`src/rtl/fifo_arb_pkg.sv`:
```
// Shared definitions for the FIFO write-port arbiter and its consumers.
// Holds the requester-id width helper and the default requester-id type
// that FIFO readers use to decode the OUT_id tag stored with each beat.
package fifo_arb_pkg;

   // Width of a requester index; never narrower than one bit.
   function automatic int IdWidth(input int num_req);
      return (num_req > 1) ? $clog2(num_req) : 1;
   endfunction

   localparam int NumReqDefault = 4;

   // Requester id as seen by FIFO consumers of the default configuration.
   typedef logic [IdWidth(NumReqDefault)-1:0] req_id_t;

endpackage

```
`src/rtl/fifo_rr_arbiter_if.sv`:
```
// Handshake bundle between NUM_REQ producers, the arbiter and one FIFO write port.
// IN_* are driven by producers / the FIFO, OUT_* by the arbiter.
// slave: arbiter side; master: environment side (producers + FIFO).
interface fifo_rr_arbiter_if
   import fifo_arb_pkg::*;
#(
   parameter int WIDTH    = 32,
   parameter int NUM_REQ  = 4,
   parameter int FIFO_NUM = 4
);
   localparam int IdW   = IdWidth(NUM_REQ);
   localparam int FreeW = $clog2(FIFO_NUM) + 1;

   logic [NUM_REQ-1:0]            IN_valid;
   logic [NUM_REQ-1:0][WIDTH-1:0] IN_data;
   logic [NUM_REQ-1:0]            IN_last;
   logic [NUM_REQ-1:0]            OUT_ready;
   logic [FreeW-1:0]              IN_free;
   logic                          OUT_valid;
   logic [WIDTH-1:0]              OUT_data;
   logic [IdW-1:0]                OUT_id;
   logic                          IN_ready;
   logic                          OUT_locked;
   logic                          OUT_overrun;

   modport slave (
      input  IN_valid, IN_data, IN_last, IN_free, IN_ready,
      output OUT_ready, OUT_valid, OUT_data, OUT_id, OUT_locked, OUT_overrun
   );

   modport master (
      output IN_valid, IN_data, IN_last, IN_free, IN_ready,
      input  OUT_ready, OUT_valid, OUT_data, OUT_id, OUT_locked, OUT_overrun
   );

endinterface

```
`src/rtl/rr_priority_pick.sv`:
```
// Rotating priority pick: first set bit of req at or after base, wrapping.
// Latency: purely combinational.
// Ports: req (request vector), base (start index), valid (any hit), idx (winner).
module rr_priority_pick
   import fifo_arb_pkg::*;
#(
   parameter int NUM_REQ = 4,
   parameter int ID_W    = IdWidth(NUM_REQ)
) (
   input  logic [NUM_REQ-1:0] req,
   input  logic [ID_W-1:0]    base,
   output logic               valid,
   output logic [ID_W-1:0]    idx
);

   always_comb begin
      int j;
      valid = 1'b0;
      idx   = '0;
      j     = 0;
      // Walk NUM_REQ positions starting at base; explicit wrap keeps
      // non-power-of-2 requester counts correct.
      for (int k = 0; k < NUM_REQ; k++) begin
         j = int'(base) + k;
         if (j >= NUM_REQ) begin
            j = j - NUM_REQ;
         end
         if (!valid && req[j]) begin
            valid = 1'b1;
            idx   = ID_W'(j);
         end
      end
   end

endmodule

```
`src/rtl/fifo_rr_arbiter.sv`:
```
// Packet-granular round-robin arbiter sharing one FIFO write port among NUM_REQ producers.
// Latency: zero; grant, data mux and OUT_ready are combinational in the cycle of transfer.
// Backpressure: FIFO IN_ready routes to the granted producer only; new packets wait for IN_free >= MIN_FREE.
// Ports: clk, rst_n (async active-low), bus (slave side of fifo_rr_arbiter_if).
module fifo_rr_arbiter
   import fifo_arb_pkg::*;
#(
   parameter int WIDTH     = 32,
   parameter int NUM_REQ   = 4,
   parameter int FIFO_NUM  = 4,
   parameter int MIN_FREE  = 2,
   parameter int MAX_BEATS = 8
) (
   input logic              clk,
   input logic              rst_n,
   fifo_rr_arbiter_if.slave bus
);

   localparam int IdW   = IdWidth(NUM_REQ);
   localparam int FreeW = $clog2(FIFO_NUM) + 1;
   localparam int BeatW = $clog2(MAX_BEATS + 1);

   localparam logic [IdW-1:0]   LastId    = IdW'(NUM_REQ - 1);
   localparam logic [BeatW-1:0] FinalBeat = BeatW'(MAX_BEATS - 1);
   localparam logic [FreeW-1:0] MinFree   = FreeW'(MIN_FREE);

   typedef enum logic {IDLE, LOCKED} ArbState_t;

   ArbState_t        state, state_nxt;
   logic [IdW-1:0]   ptr, ptr_nxt;
   logic [IdW-1:0]   owner, owner_nxt;
   logic [BeatW-1:0] beats, beats_nxt;
   logic             overrun, overrun_nxt;

   logic               free_ok;
   logic [NUM_REQ-1:0] eligible;
   logic               pick_vld;
   logic [IdW-1:0]     pick_idx;
   logic               grant_vld;
   logic [IdW-1:0]     gidx;
   logic               g_valid;
   logic               g_last;
   logic [WIDTH-1:0]   g_data;
   logic               xfer;

   // Round-robin successor with explicit wrap (no power-of-2 truncation).
   function automatic logic [IdW-1:0] next_id(input logic [IdW-1:0] id);
      return (id == LastId) ? '0 : id + 1'b1;
   endfunction

   // Free-space gate applies only to packet starts, i.e. the IDLE pick.
   assign free_ok  = (bus.IN_free >= MinFree);
   assign eligible = bus.IN_valid & {NUM_REQ{free_ok}};

   rr_priority_pick #(
      .NUM_REQ (NUM_REQ),
      .ID_W    (IdW)
   ) u_pick (
      .req   (eligible),
      .base  (ptr),
      .valid (pick_vld),
      .idx   (pick_idx)
   );

   // Grant: the owner holds the port while LOCKED even with no valid beat
   // (bubble). Nothing is granted while reset is asserted.
   always_comb begin
      grant_vld = 1'b0;
      gidx      = '0;
      if (rst_n) begin
         if (state == LOCKED) begin
            grant_vld = 1'b1;
            gidx      = owner;
         end else begin
            grant_vld = pick_vld;
            gidx      = pick_idx;
         end
      end
   end

   // Mux the granted requester's beat; all zero while nothing is granted.
   always_comb begin
      g_valid = 1'b0;
      g_last  = 1'b0;
      g_data  = '0;
      for (int i = 0; i < NUM_REQ; i++) begin
         if (grant_vld && (gidx == IdW'(i))) begin
            g_valid = bus.IN_valid[i];
            g_last  = bus.IN_last[i];
            g_data  = bus.IN_data[i];
         end
      end
   end

   assign xfer = g_valid && bus.IN_ready;

   // State register.
   always_ff @(posedge clk or negedge rst_n) begin
      if (!rst_n) begin
         state   <= IDLE;
         ptr     <= '0;
         owner   <= '0;
         beats   <= '0;
         overrun <= 1'b0;
      end else begin
         state   <= state_nxt;
         ptr     <= ptr_nxt;
         owner   <= owner_nxt;
         beats   <= beats_nxt;
         overrun <= overrun_nxt;
      end
   end

   // Next-state logic. Only a completed transfer moves anything; a stalled
   // IDLE grant is recomputed every cycle.
   always_comb begin
      state_nxt   = state;
      ptr_nxt     = ptr;
      owner_nxt   = owner;
      beats_nxt   = beats;
      overrun_nxt = 1'b0;
      case (state)
         IDLE: begin
            if (xfer) begin
               if (g_last) begin
                  ptr_nxt = next_id(gidx);
               end else if (MAX_BEATS == 1) begin
                  // A one-beat limit means any non-last beat already overruns.
                  overrun_nxt = 1'b1;
                  ptr_nxt     = next_id(gidx);
               end else begin
                  state_nxt = LOCKED;
                  owner_nxt = gidx;
                  beats_nxt = BeatW'(1);
               end
            end
         end
         LOCKED: begin
            if (xfer) begin
               if (g_last || (beats == FinalBeat)) begin
                  // Normal end, or the MAX_BEATS-th beat was not last:
                  // release the port and flag the runaway packet.
                  state_nxt   = IDLE;
                  ptr_nxt     = next_id(owner);
                  beats_nxt   = '0;
                  overrun_nxt = !g_last;
               end else begin
                  beats_nxt = beats + 1'b1;
               end
            end
         end
         default: state_nxt = IDLE;
      endcase
   end

   // Outputs. OUT_valid is independent of IN_ready by construction.
   always_comb begin
      bus.OUT_valid   = g_valid;
      bus.OUT_data    = g_data;
      bus.OUT_id      = gidx;
      bus.OUT_locked  = (state == LOCKED);
      bus.OUT_overrun = overrun;
      bus.OUT_ready   = '0;
      for (int i = 0; i < NUM_REQ; i++) begin
         bus.OUT_ready[i] = grant_vld && (gidx == IdW'(i)) && bus.IN_ready;
      end
   end

endmodule

```
`src/flat_wrapper.sv`:
```
// flat-port wrapper written by rule: the top's interface ports become plain ports
module fifo_rr_arbiter_flat import fifo_arb_pkg::*;
#(
   parameter int WIDTH     = 32,
   parameter int NUM_REQ   = 4,
   parameter int FIFO_NUM  = 4,
   parameter int MIN_FREE  = 2,
   parameter int MAX_BEATS = 8
)
  (clk, rst_n, bus_IN_valid, bus_IN_data, bus_IN_last, bus_IN_free, bus_IN_ready, bus_OUT_ready, bus_OUT_valid, bus_OUT_data, bus_OUT_id, bus_OUT_locked, bus_OUT_overrun);
  fifo_rr_arbiter_if #(.WIDTH(WIDTH), .NUM_REQ(NUM_REQ), .FIFO_NUM(FIFO_NUM)) bus_i ();
  input logic clk;
  input logic rst_n;
  input wire logic [$bits(bus_i.IN_valid)-1:0] bus_IN_valid;
  input wire logic [$bits(bus_i.IN_data)-1:0] bus_IN_data;
  input wire logic [$bits(bus_i.IN_last)-1:0] bus_IN_last;
  input wire logic [$bits(bus_i.IN_free)-1:0] bus_IN_free;
  input wire logic [$bits(bus_i.IN_ready)-1:0] bus_IN_ready;
  output wire logic [$bits(bus_i.OUT_ready)-1:0] bus_OUT_ready;
  output wire logic [$bits(bus_i.OUT_valid)-1:0] bus_OUT_valid;
  output wire logic [$bits(bus_i.OUT_data)-1:0] bus_OUT_data;
  output wire logic [$bits(bus_i.OUT_id)-1:0] bus_OUT_id;
  output wire logic [$bits(bus_i.OUT_locked)-1:0] bus_OUT_locked;
  output wire logic [$bits(bus_i.OUT_overrun)-1:0] bus_OUT_overrun;
  assign bus_i.IN_valid = bus_IN_valid;
  assign bus_i.IN_data = bus_IN_data;
  assign bus_i.IN_last = bus_IN_last;
  assign bus_i.IN_free = bus_IN_free;
  assign bus_i.IN_ready = bus_IN_ready;
  assign bus_OUT_ready = bus_i.OUT_ready;
  assign bus_OUT_valid = bus_i.OUT_valid;
  assign bus_OUT_data = bus_i.OUT_data;
  assign bus_OUT_id = bus_i.OUT_id;
  assign bus_OUT_locked = bus_i.OUT_locked;
  assign bus_OUT_overrun = bus_i.OUT_overrun;
  fifo_rr_arbiter #(.WIDTH(WIDTH), .NUM_REQ(NUM_REQ), .FIFO_NUM(FIFO_NUM), .MIN_FREE(MIN_FREE), .MAX_BEATS(MAX_BEATS)) u_core (.clk(clk), .rst_n(rst_n), .bus(bus_i));
endmodule
```
`config.mk`:
```
export PLATFORM = sky130hd
export DESIGN_NAME = fifo_rr_arbiter_flat
export DESIGN_NICKNAME = d
export VERILOG_FILES = /design/src/rtl/fifo_arb_pkg.sv /design/src/rtl/fifo_rr_arbiter_if.sv /design/src/rtl/rr_priority_pick.sv /design/src/rtl/fifo_rr_arbiter.sv /design/src/flat_wrapper.sv
export SDC_FILE = /design/constraint.sdc
export NUM_CORES = 1
export LEC_CHECK = 0
export ABC_AREA = 1
export CORE_MARGIN = 3
export CORE_UTILIZATION = 36
export DETAILED_ROUTE_END_ITERATION = 8
export HOLD_SLACK_MARGIN = 0.06
export PLACE_DENSITY = 0.95
export REMOVE_ABC_BUFFERS = 1
export SYNTH_ARGS = -nofsm -noshare
export SYNTH_HDL_FRONTEND = slang
export SYNTH_SLANG_ARGS = --single-unit
```
`constraint.sdc`:
```
create_clock -name clk -period 7.4 [get_ports clk]
set_clock_uncertainty 0.1 [all_clocks]
set_input_delay 0.74 -clock clk [delete_from_list [all_inputs] [get_ports clk]]
set_output_delay 0.74 -clock clk [all_outputs]
set_load 0.01 [all_outputs]
```
## Word-level counts from Yosys, hierarchy flattened

Cells that the tools add are included.

- Register bits: 10
- Output and inout bits: 41
- Word-level logic and storage cells: 118
- Input bits: 142

- Bitwise operators: 3
- Multiplexer cells: 60
- $lt $le $gt $ge: 9
- Eq/ne operators: 10
- Add/subtract/negate cells: 10
- Reductions and logical operators: 21

Operator list:

| cell | number |
|---|---|
| 32-bit 2-to-1 mux | 8 |
| 32-bit by 4-bit less-than comparator with 1-bit output (second input constant) | 4 |
| 1-bit 2-to-1 mux | 29 |
| 2-bit 2-to-1 mux | 12 |
| 4-bit 2-to-1 mux | 4 |
| 1-bit logical AND | 12 |
| 3-bit by 3-bit subtractor with 4-bit output (second input constant) | 3 |
| 3-bit >= comparator (second input constant) | 3 |
| 1-bit binary-select mux with 2-bit select | 4 |
| 4-bit case mux with 2 select lines | 1 |
| 2-bit by 2-bit adder with 3-bit output (second input constant) | 2 |
| 2-bit equality test (second input constant) | 3 |
| 2-bit != test (second input constant) | 3 |
| 3-bit AND reduction | 2 |
| 2-bit by 1-bit adder with 2-bit output (second input constant) | 2 |
| 4-bit by 1-bit adder with 4-bit output (second input constant) | 1 |
| 4-bit AND | 1 |
| 4-bit by 3-bit equality test with 1-bit output (second input constant) | 1 |
| 1-bit logical NOT | 4 |
| 2-bit by 1-bit != test with 1-bit output (second input constant) | 2 |
| 2-bit case mux with 2 select lines | 1 |
| 4-bit AND reduction | 1 |
| 2-bit by 3-bit subtractor with 4-bit output (second input constant) | 1 |
| 2-bit by 1-bit adder with 3-bit output (second input constant) | 1 |
| other kinds (7) | 8 |

## Longest topological paths before layout

Gate-level depths: netlist of run 1.

- Depth after elaboration: 27
- Depth in mapped cells: 26
- Gate-level depth less buffers: 25

## Cells and area by module

Synthesis of run 1 repeated with hierarchy kept, for this count alone.

- Cells, all modules: 397
- Area, all modules: 2,115.8 um^2

Modules (own cells, without submodules):

| module | area each (um^2) | instances | seq. area each (um^2) | cells each |
|---|---|---|---|---|
| fifo_rr_arbiter | 1,796.7 | 1 | 250.2 | 338 |
| rr_priority_pick | 319.1 | 1 | 0.0 | 59 |

## Least setup slack after synthesis of run 1

No wires, ideal clock.

- Path type: input to output
- Start point: in bus_IN_free[2]
- End point: out bus_OUT_data[21]
- Path buffers: 2
- Path slack: 3.332 ns
- Arrival: 3.228 ns
- Stages on the path: 22
- Data required time: 6.560 ns
- Cells stage by stage: inv_2 > nand2_2 > nand3_1 > nand2_1 > nand2_1 > nand2_1 > nor2_8 > nor2_1 > nor2_1 > nand2_1 > a21boi_0 > o21ai_0 > inv_1 > ha_1 > inv_1 > nor2_2 > buf_6 > buf_4 > nand2_1 > o21ai_1 > nand2_1 > a31oi_1

- Longest elaborated chain between the ends: 23
- Elaborated cells on any way between the ends: 44
- Classes of those cells: order compare: 1; eq/ne: 3; mux: 28; bitwise: 1; reduce/logical: 11

Ends and longest elaborated chain:

| item | RTL line | RTL |
|---|---|---|
| from (decl) | flat_wrapper.sv:17 | `input wire logic [$bits(bus_i.IN_free)-1:0] bus_IN_free;` |
| 3-bit by 2-bit >= comparator with 1-bit output (*) | fifo_rr_arbiter.sv:52 | `assign free_ok = (bus.IN_free >= MinFree);` |
| 4-bit AND (*) | fifo_rr_arbiter.sv:53 | `assign eligible = bus.IN_valid & {NUM_REQ{free_ok}};` |
| 1-bit binary-select mux with 2-bit select | rr_priority_pick.sv:28 | `if (!valid && req[j]) begin` |
| 1-bit 2-to-1 mux (implied by the code) (2 in series) | rr_priority_pick.sv:28 |  |
| 1-bit 2-to-1 mux | rr_priority_pick.sv:28 |  |
| 1-bit logical NOT | rr_priority_pick.sv:28 |  |
| 1-bit logical AND | rr_priority_pick.sv:28 |  |
| 1-bit 2-to-1 mux | rr_priority_pick.sv:28 |  |
| (+5 left out) | n/a |  |
| 2-bit 2-to-1 mux (*) | rr_priority_pick.sv:28 |  |
| 2-bit 2-to-1 mux (*) | fifo_rr_arbiter.sv:71 | `if (state == LOCKED) begin` |
| 2-bit 2-to-1 mux (*) | fifo_rr_arbiter.sv:70 | `if (rst_n) begin` |
| net bus_OUT_id[0] | flat_wrapper.sv:22 | `output wire logic [$bits(bus_i.OUT_id)-1:0] bus_OUT_id;` |
| 2-bit logical NOT | fifo_rr_arbiter.sv:87 | `if (grant_vld && (gidx == IdW'(i))) begin` |
| 1-bit logical AND | fifo_rr_arbiter.sv:87 |  |
| 32-bit 2-to-1 mux (3 in series) | fifo_rr_arbiter.sv:87 |  |
| 32-bit 2-to-1 mux (*) | fifo_rr_arbiter.sv:87 |  |
| to (decl) | flat_wrapper.sv:21 | `output wire logic [$bits(bus_i.OUT_data)-1:0] bus_OUT_data;` |

Mark *: on every way through the listed nets, which the timed path passes. The rest lies on a longest branch. The select of a mux whose other input is x is not followed.

## Worst setup path after layout of run 1

- Start point: in bus_IN_free[2]
- End point: out bus_OUT_data[4]

- Longest elaborated chain between the ends: 23
- Elaborated cells on any way between the ends: 44
- Classes of those cells: order compare: 1; eq/ne: 3; mux: 28; bitwise: 1; reduce/logical: 11

Ends and longest elaborated chain:

| item | RTL line |
|---|---|
| 3-bit by 2-bit >= comparator with 1-bit output (*) | fifo_rr_arbiter.sv:52 |
| 4-bit AND (*) | fifo_rr_arbiter.sv:53 |
| 1-bit binary-select mux with 2-bit select | rr_priority_pick.sv:28 |
| 1-bit 2-to-1 mux (implied by the code) (2 in series) | rr_priority_pick.sv:28 |
| 1-bit 2-to-1 mux | rr_priority_pick.sv:28 |
| 1-bit logical NOT | rr_priority_pick.sv:28 |
| 1-bit logical AND | rr_priority_pick.sv:28 |
| 1-bit 2-to-1 mux | rr_priority_pick.sv:28 |
| (+4 left out) | n/a |
| 1-bit logical AND | rr_priority_pick.sv:28 |
| 2-bit 2-to-1 mux | rr_priority_pick.sv:28 |
| 2-bit 2-to-1 mux | fifo_rr_arbiter.sv:71 |
| 2-bit 2-to-1 mux | fifo_rr_arbiter.sv:70 |
| 2-bit logical NOT | fifo_rr_arbiter.sv:87 |
| 1-bit logical AND | fifo_rr_arbiter.sv:87 |
| 32-bit 2-to-1 mux (3 in series) | fifo_rr_arbiter.sv:87 |
| 32-bit 2-to-1 mux (*) | fifo_rr_arbiter.sv:87 |

Every way passes the cells marked *; elsewhere a longest branch is shown, timed or not. The select of a mux whose other input is x is not followed.

==> metrics.cfg, run 1 <==
[setup_path]
cp.arrival_ps = 5060
cp_data_required_time_ps = 6560
worstPathMaxFanout = 35
startpoint_type = input pin
cpPeakStageDelay_ps = 640
crit_buf_inv = 6
slowest_stage = nor2_4
end_kind = output port
critPathKind = in -> out
cp_top_family = buffers and inverters
crit_path_cell_trace = clkdlybuf4s50_1 > inv_2 > nand2_2 > nand3_1 > nand3_1 > nand2_2 > a21oi_1 > nor2_1 > nor2_1 > nand2_1 > a21boi_0 > o21ai_0 > inv_1 > ha_1 > inv_1 > nor2_4 > buf_4 > nand2_1 > nand3_1 > o21ai_0 > o21ai_0 > clkdlybuf4s50_1

[clock_network]
cts-root-buf = clkbuf_8
htree_levels = 1
cts_buffer_depth = 2
cts_hold_buf = 0
cts-buffers-inserted = 3
insertion_delay_ps = 250
cts_setup_buffers = 0
post_cts_resized = 0
clock-sinks = 10
clk_pin_slew_ps = 50
cts_tree = yes

[placed_design]
hpwl_mm = 8.04
io_buffers = 181
place.gp.congestion = 0.936

[floorplanning]
die_h_um = 84.1
io_pins = 183
dieArea_um2 = 7070
coreArea_um2 = 5710
start_util = 0.385
die_w_um = 84.1
rows = 27

[grt]
antenna_found_initial = 0
grt_pass1_vias = 3171
overflow = 0
grt_max_degree = 44
track_usage = 0.269
grt_pass1_wl_mm = 15.6

[logic_synthesis]
ys.flop_type = dfrtp_1
ys_top_cells_by_area = nand2_1 28%, dfrtp_1 11%, a31oi_1 7.4%
yosysSeqAreaShare = 0.114
synthArstFlopShare = 1.00
synthCells = 413
netlist.area_leader.share = 0.284
yosys_warnings = 0
ys_seq_elements = 10
synth_edf_count = 0
synth_cell_types = 31
yosysMostFrequentCell = nand2_1
synth_top_cell_by_area = nand2_1
avgSynthCellArea_um2 = 5.32
synth_common_cells = 166 x nand2_1, 42 x nor2_1, 31 x o21ai_1
synth_area_um2 = 2200

[layout]
multi_input_area_um2 = 1710
fillers = 472
nNetsFinal = 724
seq_area_um2 = 250
layout-drive-gt1-share = 0.0694
n_antenna_cell = 0
syn2layout_area_growth_pct = 84.0

[sta]
worst_slew_margin_rel = 0.388
finalSetupViolations = 0
hold_slack_ps = 412
hold_violations = 0
clock.fmax_mhz = 170
drv_slew = 0
min_period_ps = 5900
tightest_slew_ps = 915
tns_ps = 0
period_share = 0.797
rsz0062_at_grt = false

[status]
status = finished clean

[flow_run]
drv_cap = 0

[detailed_routing]
drc = 0
first_iter_violations = 136
routed_wl_mm = 10.0
avgRoutedWirePerCell_um = 15.5
ant_nets = 0
dr_total_vias = 3384
dr.pass1.iters = 5
via_per_inst = 5.22

[power]
peakVddDrop_v = 0.000257
p_per_area_nw_per_um2 = 250
leakage_nw = 1.72

[min_path]
worstHoldPathType = reg -> reg

-- flip-flops by register name, indices dropped and copies added (netlist names) --
name	flops
u_core.beats	4
u_core.owner	2
u_core.bus.OUT_overrun	1
u_core.bus.OUT_locked	1
u_core.ptr	2
-- cell type report --
cell class | count | area share
sequential | 10 | 0.0619
tap | 72 | 0.0223
inverter | 28 | 0.0260
timing repair buffer | 184 | 0.454
clock buffer | 4 | 0.0136
multi-input combinational | 350 | 0.422
-- routing by layer --
metal | global-route usage | vias to the layer above | routed length [µm]
met5 | 0 | - | 0
met4 | 0.118 | 0 | 368
met3 | 0.0326 | 29 | 667
met2 | 0.478 | 147 | 4970
met1 | 0.322 | 1529 | 4030
li1 | - | 1679 | -
-- per-stage QoR --
stage | util | cell area (µm²) | setup slack [ps] | cells | power (W)
after floorplan | - | 2060 | 2470 | 388 | 0.000556
after global placement | 0.698 | 3990 | 1640 | 644 | 0.000909
after detailed placement | 0.698 | 3990 | 1520 | 644 | 0.000934
after CTS | 0.708 | 4040 | 1520 | 648 | 0.00101
after global routing | 0.708 | 4040 | 1100 | 648 | 0.00110
final | 0.708 | 4040 | 1500 | 648 | 0.00101
-- worst min-delay path: stages (launching register included) --
cell and delay, ps:
dfrtp_1 360, nand2_1 60, nand2_1 60
-- kinds of logic after synthesis --
kind of cell	Yosys count	share of synthesized area
buffers and inverters	53	0.111
adder cells (fa/ha/maj)	5	0.0285
AND/OR/NAND/NOR	266	0.542
XOR/XNOR	2	0.00798
AO/OA/AOI/OAI	77	0.196
flip-flops	10	0.114
-- report_power, final --
group | switching (W) | internal (W)
logic | 0.000446 | 0.000392
clock network | 0.0000258 | 0.0000471
registers | 0.0000262 | 0.0000728
-- worst paths after layout --
kind | end | start | cells after the start | slack (ps)
min | u_core.beats[1]$_DFFE_PN0P_ | u_core.beats[1]$_DFFE_PN0P_ | 2 | 410
max in group asynchronous | u_core.ptr[0]$_DFFE_PN0P_ | rst_n | 1 | 5730
max | bus_OUT_data[4] | bus_IN_free[2] | 22 | 1500
max reg2reg | u_core.beats[3]$_DFFE_PN0P_ | u_core.ptr[0]$_DFFE_PN0P_ | 23 | 3560
min in group asynchronous | u_core.beats[0]$_DFFE_PN0P_ | rst_n | 1 | 910
min reg2reg | u_core.beats[1]$_DFFE_PN0P_ | u_core.beats[1]$_DFFE_PN0P_ | 2 | 410
-- cells in the final DEF (no fill, tap or decap), types with 2 or more instances in the layout --
master	instances
a21oi_1	6
a31oi_1	26
buf_4	3
clkbuf_8	4
clkdlybuf4s50_1	181
dfrtp_1	10
ha_1	5
inv_1	16
inv_2	12
nand2_1	166
nand2_2	6
nand2_4	3
nand3_1	26
nand3_2	4
nand3_4	3
nand4_1	9
nor2_1	42
nor2_4	2
nor3_1	2
o21ai_0	10
o21ai_1	31
xor2_1	2
No activity file was read; power rests on OpenSTA's default activity.
==> inputs of run 2 (changes only) <==
--- a/config.mk
+++ b/config.mk
@@ -7,10 +7,10 @@
 export LEC_CHECK = 0
 export ABC_AREA = 1
 export CORE_MARGIN = 3
-export CORE_UTILIZATION = 36
+export CORE_UTILIZATION = 30
 export DETAILED_ROUTE_END_ITERATION = 8
 export HOLD_SLACK_MARGIN = 0.06
-export PLACE_DENSITY = 0.95
+export PLACE_DENSITY = 0.85
 export REMOVE_ABC_BUFFERS = 1
 export SYNTH_ARGS = -nofsm -noshare
 export SYNTH_HDL_FRONTEND = slang
==> constraint.sdc (replaced) <==
create_clock -name clk -period 5.1 [get_ports clk]
set_clock_uncertainty 0.1 [all_clocks]
set_input_delay 0.51 -clock clk [delete_from_list [all_inputs] [get_ports clk]]
set_output_delay 0.51 -clock clk [all_outputs]
set_load 0.01 [all_outputs]
==> metrics.cfg, run 2 (synthesized netlist as in run 1, its figures left out) <==
[clock_network]
cts-root-buf = clkbuf_8
clk_pin_slew_ps = 50
cts-buffers-inserted = 3
htree_levels = 1
cts_buffer_depth = 2
insertion_delay_ps = 240
clock-sinks = 10
cts_tree = yes

[power]
swShare = 0.495
p_comb_frac = 0.844
leakage_nw = 1.75
power.switching_w = 0.000736
p_int_w = 0.000751
p_per_area_nw_per_um2 = 360
seqPwrFrac = 0.098
peakVddDrop_v = 0.000224
clockPowerShare = 0.058

[placed_design]
post-place-ws_ps = 146
dp.cells = 673
io_buffers = 181
place.gp.congestion = 0.880
hpwl_mm = 7.63

[grt]
busiest_layer = met2
overflow = 0
grtUsageMet1 = 0.281
grt_max_degree = 37
grt_use_met3 = 0.0340
gr-usage-met2 = 0.404
grt_pass1_wl_mm = 15.7
antenna_found_initial = 0
grt_pass1_vias = 3224
track_usage = 0.223

[setup_path]
cp.depth = 22
setup.worst_path.end = bus_OUT_data[10]
timing.rr.end = u_core.ptr[1]$_DFFE_PN0P_
cpPeakStageDelay_ps = 600
crit_top_cell = nand2_1
setup.worst_path.start = bus_IN_free[2]
cp_data_required_time_ps = 4490
cp.arrival_ps = 4050
crit_path_cell_trace = clkdlybuf4s50_1 > inv_2 > nand2_2 > nand3_1 > nand3_1 > nand2_2 > a21oi_1 > nor2_1 > nor2_1 > nand2_1 > a21boi_0 > o21ai_1 > inv_1 > ha_2 > inv_2 > nor2_4 > buf_12 > nand2_1 > o21ai_1 > nand2_1 > a31oi_1 > clkdlybuf4s50_1
ff2ff_setup_slack_ps = 1580
cp_top_family = buffers and inverters
crit_buf_inv = 6
worstPathMaxFanout = 36
slowest_stage = clkdlybuf4s50_1
end_kind = output port
rr_startpoint = u_core.ptr[0]$_DFFE_PN0P_
critPathKind = in -> out
worstRegToRegCells = 24
startpoint_type = input pin

[floorplanning]
die_w_um = 91.6
io_pins = 183
dieArea_um2 = 8380
coreArea_um2 = 6940
die_h_um = 91.6
start_util = 0.316
rows = 30

[layout]
n_antenna_cell = 0
largest_register_ffs = 4
nNetsFinal = 731
regMostFlops = u_core.beats
reg_top3 = u_core.beats x4, u_core.owner x2, u_core.ptr x2
layout-drive-gt1-share = 0.0825
syn2layout_area_growth_pct = 88.1
mostFrequentLayoutCells = 181 x clkdlybuf4s50_1, 166 x nand2_1, 42 x nor2_1, 32 x o21ai_1
mostFrequentLayoutCell = clkdlybuf4s50_1
fin_cells = 678

[sta]
min_period_ps = 4660
fin_ws_ps = 440
rsz0062_at_grt = false
period_share = 0.914
tns_ps = 0
hold_violations = 0
drv_slew = 0
finalSetupViolations = 0
worst_slew_margin_rel = 0.691
clock.fmax_mhz = 215
tightest_slew_ps = 463

[detailed_routing]
drc = 0
routed_wl_mm = 9.62
dr_total_vias = 3330
first_iter_violations = 131
avgRoutedWirePerCell_um = 14.2
ant_nets = 0
dr.pass1.iters = 5
via_per_inst = 4.91

[status]
status = finished clean

[min_path]
worstHoldPathType = reg -> reg

[flow_run]
drv_cap = 0

[run 2: final cells by class]
type | count | area, µm²
tap | 96 | 120
inverter | 28 | 108
clock buffer | 3 | 41.3
timing repair buffer | 191 | 1900
sequential | 10 | 250
multi-input combinational | 350 | 1710
fill | 663 | 2810
[run 2: power groups by stage]
stage	sequential, W	clock [W]	combinational [W]
finish	0.000146	0.0000859	0.00125
global route	0.000150	0.0000893	0.00138
CTS	0.000144	0.0000837	0.00124
detailed placement	0.000144	0	0.00124
global placement	0.000142	0	0.00121
floorplan	0.000136	0	0.000671
[run 2: what timing repair did]
item	in CTS	in global routing
resized for setup	0	6
setup buffers	0	2
endpoints found under the hold margin	0	0
endpoints found under the setup margin	0	32
hold buffers	0	0
[run 2: routing by layer]
metal | share of wire | vias to the layer above
li1 | - | 1697
met1 | 0.40 | 1471
met2 | 0.50 | 150
met3 | 0.084 | 12
met4 | 0.012 | 0
met5 | 0 | -
[run 2: stage by stage]
stage          utilization  hold slack, ps  instance area (µm²)  power [W]
2_1_floorplan            -             114                 2060   0.000807
6_report             0.595             430                 4130    0.00149
4_1_cts              0.592             420                 4110    0.00147
3_3_place_gp         0.586             397                 4070    0.00135
5_1_grt              0.595             455                 4130    0.00162
3_5_place_dp         0.586             409                 4070    0.00138
[run 2: how the worst min path moves through the flow]
stage,start,endpoint,slack [ps],cells past startpoint
floorplan,rst_n,u_core.beats[0]$_DFFE_PN0P_,110,0
global placement,u_core.beats[1]$_DFFE_PN0P_,u_core.beats[1]$_DFFE_PN0P_,400,2
detailed placement,u_core.beats[1]$_DFFE_PN0P_,u_core.beats[1]$_DFFE_PN0P_,410,2
CTS,u_core.beats[1]$_DFFE_PN0P_,u_core.beats[1]$_DFFE_PN0P_,420,2
global route,u_core.owner[1]$_DFFE_PN0P_,u_core.owner[1]$_DFFE_PN0P_,460,2
finish,u_core.beats[1]$_DFFE_PN0P_,u_core.beats[1]$_DFFE_PN0P_,430,2
[run 2: tightest hold or removal path, stage by stage, from the launching register on]
cell and delay (ps):
dfrtp_1 380, nand2_1 60, nand2_1 60
